File: config.mk
export PLATFORM = sky130hd
export DESIGN_NAME = dram_aes_round_seq
export DESIGN_NICKNAME = d
export VERILOG_FILES = /design/src/rtl/dram_aes_round_seq_pkg.sv /design/src/rtl/dram_aes_round_seq_sr_mc.sv /design/src/rtl/dram_aes_round_seq.sv
export SDC_FILE = /design/constraint.sdc
export NUM_CORES = 1
export LEC_CHECK = 0
export BUFFER_PORTS_ARGS = -buffer_cell sky130_fd_sc_hd__buf_2
export CAP_MARGIN = 15
export CORE_AREA = 2 2 203 205
export DETAILED_ROUTE_END_ITERATION = 16
export DIE_AREA = 0 0 205 207
export HOLD_SLACK_MARGIN = 0.12
export MAX_ROUTING_LAYER = met4
export PLACE_DENSITY = 0.68
export SETUP_SLACK_MARGIN = 0.3
export SLEW_MARGIN = 30
export SYNTH_ARGS = -nofsm -noshare
export SYNTH_HDL_FRONTEND = slang
export SYNTH_SLANG_ARGS = --single-unit
File: constraint.sdc
create_clock -name CLK -period 3.59 [get_ports CLK]
set_clock_uncertainty 0.05 [all_clocks]
set_input_delay 0 -clock CLK [delete_from_list [all_inputs] [get_ports CLK]]
set_output_delay 0 -clock CLK [all_outputs]
set_load 0.02 [all_outputs]
File: src/rtl/dram_aes_round_seq_pkg.sv
// dram_aes_round_seq_pkg: shared FSM encoding, op-mode constants and GF(2^8) helper
// for the DRAM-offloaded AES round sequencer.
package dram_aes_round_seq_pkg;
    localparam int BLK_W = 128;
    localparam logic OP_MODE_SBOX = 1'b0;
    localparam logic OP_MODE_XOR = 1'b1;

    typedef enum logic [1:0] {IDLE, ISSUE, WAIT, DONE} state_t;

    function automatic logic [7:0] xtime(input logic [7:0] x);
        return {x[6:0], 1'b0} ^ (x[7] ? 8'h1b : 8'h00);
    endfunction
endpackage

File: src/rtl/dram_aes_round_seq_sr_mc.sv
// aes_sr_mc: combinational ShiftRows with optional MixColumns; byte 0 sits in [127:120],
// state bytes are column-major (byte r+4c is row r, column c).
module aes_sr_mc
    import dram_aes_round_seq_pkg::*;
(
    input logic [BLK_W-1:0] data,
    input logic mix,
    output logic [BLK_W-1:0] result
);
    logic [7:0] s [16];
    logic [7:0] m [16];

    for (genvar c = 0; c < 4; c++) begin : g_col
        for (genvar r = 0; r < 4; r++) begin : g_row
            assign s[4*c+r] = data[BLK_W-1-8*(4*((c+r)%4)+r) -: 8];
            // 2*a[r] ^ 3*a[r+1] ^ a[r+2] ^ a[r+3] within the column
            assign m[4*c+r] = xtime(s[4*c+r]) ^ xtime(s[4*c+(r+1)%4]) ^ s[4*c+(r+1)%4]
                            ^ s[4*c+(r+2)%4] ^ s[4*c+(r+3)%4];
            assign result[BLK_W-1-8*(4*c+r) -: 8] = mix ? m[4*c+r] : s[4*c+r];
        end
    end
endmodule

File: src/rtl/dram_aes_round_seq.sv
// dram_aes_round_seq: AES-128 round sequencer; AddRoundKey/SubBytes run in the DRAM engine,
// ShiftRows/MixColumns are applied locally between operations.
module dram_aes_round_seq
    import dram_aes_round_seq_pkg::*;
#(
    parameter int TIMEOUT = 255,
    parameter int NR = 10
) (
    input logic CLK,
    input logic RSTn,
    input logic EN,
    input logic Drdy,
    input logic [BLK_W-1:0] Din,
    output logic [BLK_W-1:0] Dout,
    output logic Dvld,
    output logic BSY,
    output logic ERR,
    output logic Trigger,
    output logic op_valid,
    input logic op_ready,
    output logic [3:0] op_round,
    output logic op_mode,
    output logic [BLK_W-1:0] op_data,
    input logic res_valid,
    input logic [BLK_W-1:0] res_data
);
    localparam int CW = $clog2(TIMEOUT + 1);
    localparam logic [3:0] LAST = 4'(NR);
    localparam logic [CW-1:0] CNT_END = CW'(TIMEOUT - 1);

    state_t fsm;
    logic [3:0] round;
    logic [BLK_W-1:0] blk, sr_out;
    logic [CW-1:0] cnt;

    aes_sr_mc u_sr_mc (
        .data(res_data),
        .mix(round != LAST - 4'd1),
        .result(sr_out)
    );

    assign op_round = round;
    assign op_mode = (round == LAST) ? OP_MODE_XOR : OP_MODE_SBOX;
    assign op_data = blk;

    always_ff @(posedge CLK or negedge RSTn) begin
        if (!RSTn) begin
            fsm <= IDLE;
            round <= '0;
            blk <= '0;
            Dout <= '0;
            cnt <= '0;
            Dvld <= 1'b0;
            ERR <= 1'b0;
            BSY <= 1'b0;
            Trigger <= 1'b0;
            op_valid <= 1'b0;
        end else begin
            Dvld <= 1'b0;
            ERR <= 1'b0;
            if (!EN) begin
                fsm <= IDLE;
                round <= '0;
                BSY <= 1'b0;
                Trigger <= 1'b0;
                op_valid <= 1'b0;
            end else begin
                case (fsm)
                    IDLE: if (Drdy) begin
                        blk <= Din;
                        round <= '0;
                        fsm <= ISSUE;
                        BSY <= 1'b1;
                        Trigger <= 1'b1;
                        op_valid <= 1'b1;
                    end
                    ISSUE: if (op_ready) begin
                        fsm <= WAIT;
                        op_valid <= 1'b0;
                        cnt <= '0;
                    end
                    WAIT: if (res_valid) begin
                        Trigger <= 1'b0;
                        if (round == LAST) begin
                            Dout <= res_data;
                            Dvld <= 1'b1;
                            fsm <= DONE;
                        end else begin
                            blk <= sr_out;
                            round <= round + 4'd1;
                            fsm <= ISSUE;
                            op_valid <= 1'b1;
                        end
                    end else if (cnt == CNT_END) begin
                        ERR <= 1'b1;
                        fsm <= IDLE;
                        round <= '0;
                        BSY <= 1'b0;
                        Trigger <= 1'b0;
                    end else begin
                        cnt <= cnt + 1'b1;
                    end
                    DONE: begin
                        fsm <= IDLE;
                        round <= '0;
                        BSY <= 1'b0;
                    end
                    default: fsm <= IDLE;
                endcase
            end
        end
    end
endmodule

Word-level counts from Yosys, hierarchy flattened
Index checks and enable logic that the tools add are counted.
W data, S select, Z words.
{"block": "word_totals", "romBits": 0, "memories": 0, "in_bits": 262, "wordCells": 200, "latch_bits": 0, "mem_bits_rw": 0, "register_bits": 275}
{"block": "op_classes", "shift": 0, "n_addsub": 2, "mul": 0, "mux": 74, "div": 0, "bitwise": 80, "eq_ne": 23, "reduce_logical": 11, "order_cmp": 0}
{"cell": "$xor A8 B8 Y8", "n": 79}
{"cell": "$mux W128", "n": 3}
{"cell": "$pmux W128 S2", "n": 1}
{"cell": "$mux W8", "n": 19}
{"cell": "$mux W5", "n": 16}
{"cell": "$mux W4", "n": 5}
{"cell": "$mux W1", "n": 18}
{"cell": "$ne A3 B3 Y1 const B", "n": 6}
{"cell": "$pmux W8 S2", "n": 1}
{"cell": "$reduce_and A5 Y1", "n": 3}
{"cell": "$mux W2", "n": 6}
{"cell": "$ne A2 B2 Y1 const B", "n": 6}
{"cell": "$ne A4 B4 Y1 const B", "n": 3}
{"cell": "$pmux W4 S3", "n": 1}
{"cell": "$reduce_and A4 Y1", "n": 3}
{"cell": "$add A8 B1 Y8 const B", "n": 1}
{"cell": "$eq A8 B8 Y1 const B", "n": 1}
{"cell": "$ne A4 B1 Y1 const B", "n": 2}
{"cell": "$pmux W2 S4", "n": 1}
{"cell": "$xor A8 B5 Y8", "n": 1}
{"cell": "$pmux W1 S3", "n": 2}
{"cell": "$reduce_and A3 Y1", "n": 2}
{"cell": "$add A4 B1 Y4 const B", "n": 1}
{"cell": "$eq A2 B2 Y1 const B", "n": 2}
{"cell": "other kinds (6)", "n": 7}

Longest topological paths before layout
{"block": "depth", "word_depth": 10, "depth_mapped": 9, "depth_no_buf": 7}

Hierarchy
A second synthesis with hierarchy kept.
{"block": "unflattened", "hier_cells": 1414, "area_unflattened_um2": 18622.9}
{"mod": "dram_aes_round_seq", "area_per_inst_um2": 12762.2, "instances": 1, "cells_per_inst": 802, "seq_area_each_um2": 6881.6}
{"mod": "aes_sr_mc", "area_per_inst_um2": 5860.6, "instances": 1, "cells_per_inst": 612, "seq_area_each_um2": 0.0}

Worst setup path after synthesis
Ideal clock, no wire load.
{"block": "synth_timing", "path_kind": "register -> register", "start": "register round[0], in the netlist op_round[0]", "end": "register blk[0], in the netlist op_data[0]", "slack_ns": 1.541, "required_ns": 3.388, "arrival_time_ns": 1.847, "stages_incl_launch_ff": 8, "path_cell_list": "dfrtp_1 -> inv_1 -> ha_1 -> nand3b_2 -> inv_1 -> nor2_4 -> clkbuf_1 -> a221oi_2"}
{"block": "synth_between", "elab_chain_len": 5}
{"item": "start, declared", "line": "dram_aes_round_seq.sv:32", "text": "logic [3:0] round;"}
{"item": "start signal, assigned", "line": "dram_aes_round_seq.sv:90", "text": "round <= round + 4'd1;"}
{"item": "$ne A4 B4 Y1", "line": "dram_aes_round_seq.sv:38", "text": ".mix(round != LAST - 4'd1),"}
{"item": "$mux W8", "line": "dram_aes_round_seq_sr_mc.sv:19", "text": "assign result[BLK_W-1-8*(4*c+r) -: 8] = mix ? m[4*c+r] : s[4*c+r];"}
{"item": "$mux W128", "line": "dram_aes_round_seq.sv:84", "text": "if (round == LAST) begin"}
{"item": "$mux W128", "line": "dram_aes_round_seq.sv:82", "text": "WAIT: if (res_valid) begin"}
{"item": "$pmux W128 S2", "line": "dram_aes_round_seq.sv:68", "text": "case (fsm)"}
{"item": "end signal, assigned", "line": "dram_aes_round_seq.sv:70", "text": "blk <= Din;"}
{"item": "end signal, assigned", "line": "dram_aes_round_seq.sv:89", "text": "blk <= sr_out;"}
{"item": "end, declared", "line": "dram_aes_round_seq.sv:33", "text": "logic [BLK_W-1:0] blk, sr_out;"}
Parallel ways exist; a longest one is shown, timed or not. The select of a mux whose other input is x is not followed.
A chain may end at the register's enable or synchronous reset.

Worst setup path after layout
{"block": "layout_timing", "start": "register fsm[0]", "end": "register blk[52], in the netlist op_data[52]"}
{"block": "layout_between", "elab_chain_len": 3}
{"item": "start, declared", "line": "dram_aes_round_seq.sv:31", "text": "state_t fsm;"}
{"item": "start signal, assigned", "line": "dram_aes_round_seq.sv:48", "text": "fsm <= IDLE;"}
{"item": "start signal, assigned", "line": "dram_aes_round_seq.sv:62", "text": "fsm <= IDLE;"}
{"item": "start signal, assigned", "line": "dram_aes_round_seq.sv:72", "text": "fsm <= ISSUE;"}
{"item": "$eq A2 B2 Y1 or $logic_not A2 Y1 (tied branches)", "line": "dram_aes_round_seq.sv:68"}
{"item": "$ne A2 B2 Y1 (no source line) or $reduce_bool A2 Y1 (tied branches)"}
{"item": "$reduce_and A5 Y1 (no source line)"}
Parallel ways exist; a longest one is shown, timed or not.

==> impl_metrics.env <==
export IMPL_rsz0062_at_grt="true"
export IMPL_tns_ns=0
export IMPL_clock_latency_ns=0.58
export IMPL_pre_cts_ws_ns=0.969
export IMPL_dp_cells=2529
export IMPL_cp_arrival_ns=3.67
export IMPL_synth_warnings=0
export IMPL_fin_crit_sh=0.907
export IMPL_final_hold_viol_count=0
export IMPL_clk_pin_slew_ns=0.07
export IMPL_fp_row_count=74
export IMPL_status="finished, final reports clean"
export IMPL_crit_path_end_kind="register"
export IMPL_vias_per_cell=5.53
export IMPL_area_delta_synth_final_pct=43.4
export IMPL_wire_per_inst_um=22.1
export IMPL_finalSetupViolCount=0
export IMPL_async_reset_ff_frac=1.00
export IMPL_ys_ff_latch=275
export IMPL_grt_overflow=0
export IMPL_yosysTopAreaCellShare=0.406
export IMPL_synth_top_cell_by_area="dfrtp_1"
export IMPL_ir_worst_vdd_uv=395
export IMPL_holdCritPathClass="input port to register"
export IMPL_final_common_cell="buf_2"
export IMPL_synthFlopType="dfrtp_1"
export IMPL_crit_chain="nand2b_2 > nand3_1 > o21ai_0 > dlygate4sd3_1 > a221o_1 > dlygate4sd3_1"
export IMPL_fmax_mhz=307
export IMPL_crit_top_cell="dlygate4sd3_1"
export IMPL_nNetsFinal=2624
export IMPL_cp_required_ns=4.01
export IMPL_grt_pass1_vias=17249
export IMPL_gp_congestion=0.923
export IMPL_die_width_um=205
export IMPL_antenna_found_initial=6
export IMPL_slowest_stage="nand2b_2"
export IMPL_final_cells=2916
export IMPL_power_uw=10400
export IMPL_final_util=0.602
export IMPL_cts_tree="done"
export IMPL_drt_pass1_iter_count=7
export IMPL_numCtsBuffers=31
export IMPL_crit_type="register to register"
export IMPL_dr_first_iter_drc_count=1122
export IMPL_vias=16129
export IMPL_grt_pass1_wl_um=99000
export IMPL_drc=0
export IMPL_h_tree_depth=1
export IMPL_dieHeight_um=207
export IMPL_worst_pin_slew_ns=0.974
export IMPL_critPathLaunchType="register"
export IMPL_relSlewSlack=0.351
export IMPL_synth_cell_area_mm2=0.0170
export IMPL_layout_common_cells="buf_2, xnor2_1, dlygate4sd3_1, dfrtp_1, mux2_1"
export IMPL_synth_fp_nets=1836
export IMPL_drive_gt1_frac=0.305
export IMPL_critPathMaxFanout=44
export IMPL_setup_slack_ns=0.334
export IMPL_grt_max_degree=89
export IMPL_ys_top_cells_by_area="dfrtp_1, xnor2_1, mux2_1, xor2_1, a221oi_2"
export IMPL_synth_cell_type_count=63
export IMPL_cts_buffer_depth=3
export IMPL_io_pins=528
export IMPL_cts_root_buf="clkbuf_16"
export IMPL_core_area_mm2=0.0404
export IMPL_slew_viol_final=0
export IMPL_slowest_delay_ns=0.74
export IMPL_cts_sinks=275
export IMPL_synth_edf_count=0
export IMPL_antenna_left=0
export IMPL_die_area_mm2=0.0424
export IMPL_fin_crit_ns=3.26
export IMPL_p_leak_uw=0.0112
export IMPL_syn_inst=1569
export IMPL_yosysSeqAreaShare=0.406
export IMPL_hpwl_um=42000
export IMPL_start_util=0.420
export IMPL_routed_wirelength_um=64400
export IMPL_drv_cap=0
export IMPL_syn_area_per_cell_um2=10.8
export IMPL_grt_total_usage=0.306
export IMPL_power_density_mw_per_mm2=428
export IMPL_io_buffers=527
==> final timing paths <==
| kind | cells past startpoint | endpoint | start | slack (ns) |
|---|---|---|---|---|
| max in group asynchronous | 4 | op_data[117] | RSTn | 2.45 |
| worst min-delay path | 3 | Dout[16] | res_data[16] | 0.22 |
| worst max-delay path | 6 | op_data[52] | fsm[0] | 0.33 |
| worst min register to register | 1 | Dout[19] | Dout[19] | 0.43 |
| worst max register to register | 6 | op_data[52] | fsm[0] | 0.33 |
| min in group asynchronous | 4 | op_data[68] | RSTn | 0.57 |
==> registers in the layout (all words and copies together), names as in the netlist <==
| name | cells |
|---|---|
| Dout | 128 |
| op_data | 128 |
| cnt | 8 |
| op_round | 4 |
| fsm | 2 |
| BSY | 1 |
| Dvld | 1 |
| ERR | 1 |
| Trigger | 1 |
| op_valid | 1 |
==> worst max-delay path, delay by kind of cell, from the launching register on <==
kind / cells / cell delay (ns)
flops: 1 / 0.53
compound gates: 2 / 0.37
simple gates: 2 / 1.02
buf+inv: 2 / 1.15
==> where the power goes <==
group          total [uW]  switching (uW)  internal [uW]
combinational        3520            1930           1590
clock                3240            1360           1890
sequential           3650             212           3430
==> cell usage after synthesis, drive strengths merged (38+ instances only) <==
cell type  instances
buf               76
o21ai             90
dfrtp            275
mux2             130
and3              45
clkbuf            51
a21oi             46
xor2              96
a221oi            38
a211oi            44
o221ai            41
nor3              45
xnor2            339
nand2             55
or3               85
nor2              49
==> metrics by stage <==
step,area (um2),hold WS (ns)
2_1_floorplan,17000,-0.346
3_5_place_dp,20000,0.0157
5_1_grt,24300,0.233
3_3_place_gp,20000,0.0102
4_1_cts,24300,0.188
6_report,24300,0.216
==> layer usage <==
metal | vias up | part of all wire | GRT usage
met2 | 825 | 0.48 | 0.495
met3 | 217 | 0.073 | 0.0481
met5 | - | 0 | -
met1 | 7979 | 0.39 | 0.373
li1 | 7108 | - | -
met4 | 0 | 0.051 | 0.144
==> kinds of logic after synthesis <==
logic type                 share of synthesized area
DFF                                            0.406
AOI/OAI and AO/OA                              0.133
adders and majority gates                    0.00369
muxes                                         0.0863
xor gates and xnor gates                       0.232
buffers and inverters                         0.0404
and+or+nand+nor                               0.0986
==> final cells by class <==
| type | instances | area, um2 |
|---|---|---|
| sequential | 275 | 6880 |
| inverter | 6 | 22.5 |
| clock inverter | 12 | 130 |
| timing repair buffer | 882 | 6260 |
| fill | 3260 | 16100 |
| antenna | 5 | 12.5 |
| multi-input combinational | 1161 | 9440 |
| tap | 532 | 666 |
| clock buffer | 43 | 901 |
==> what timing repair did <==
item	4_1_cts	5_1_grt
gates resized for setup	0	2
hold endpoints to repair	547	0
endpoints found under the setup margin	0	3
setup buffers	0	0
hold buffers	326	0
Power figures use the tool's default switching activity.
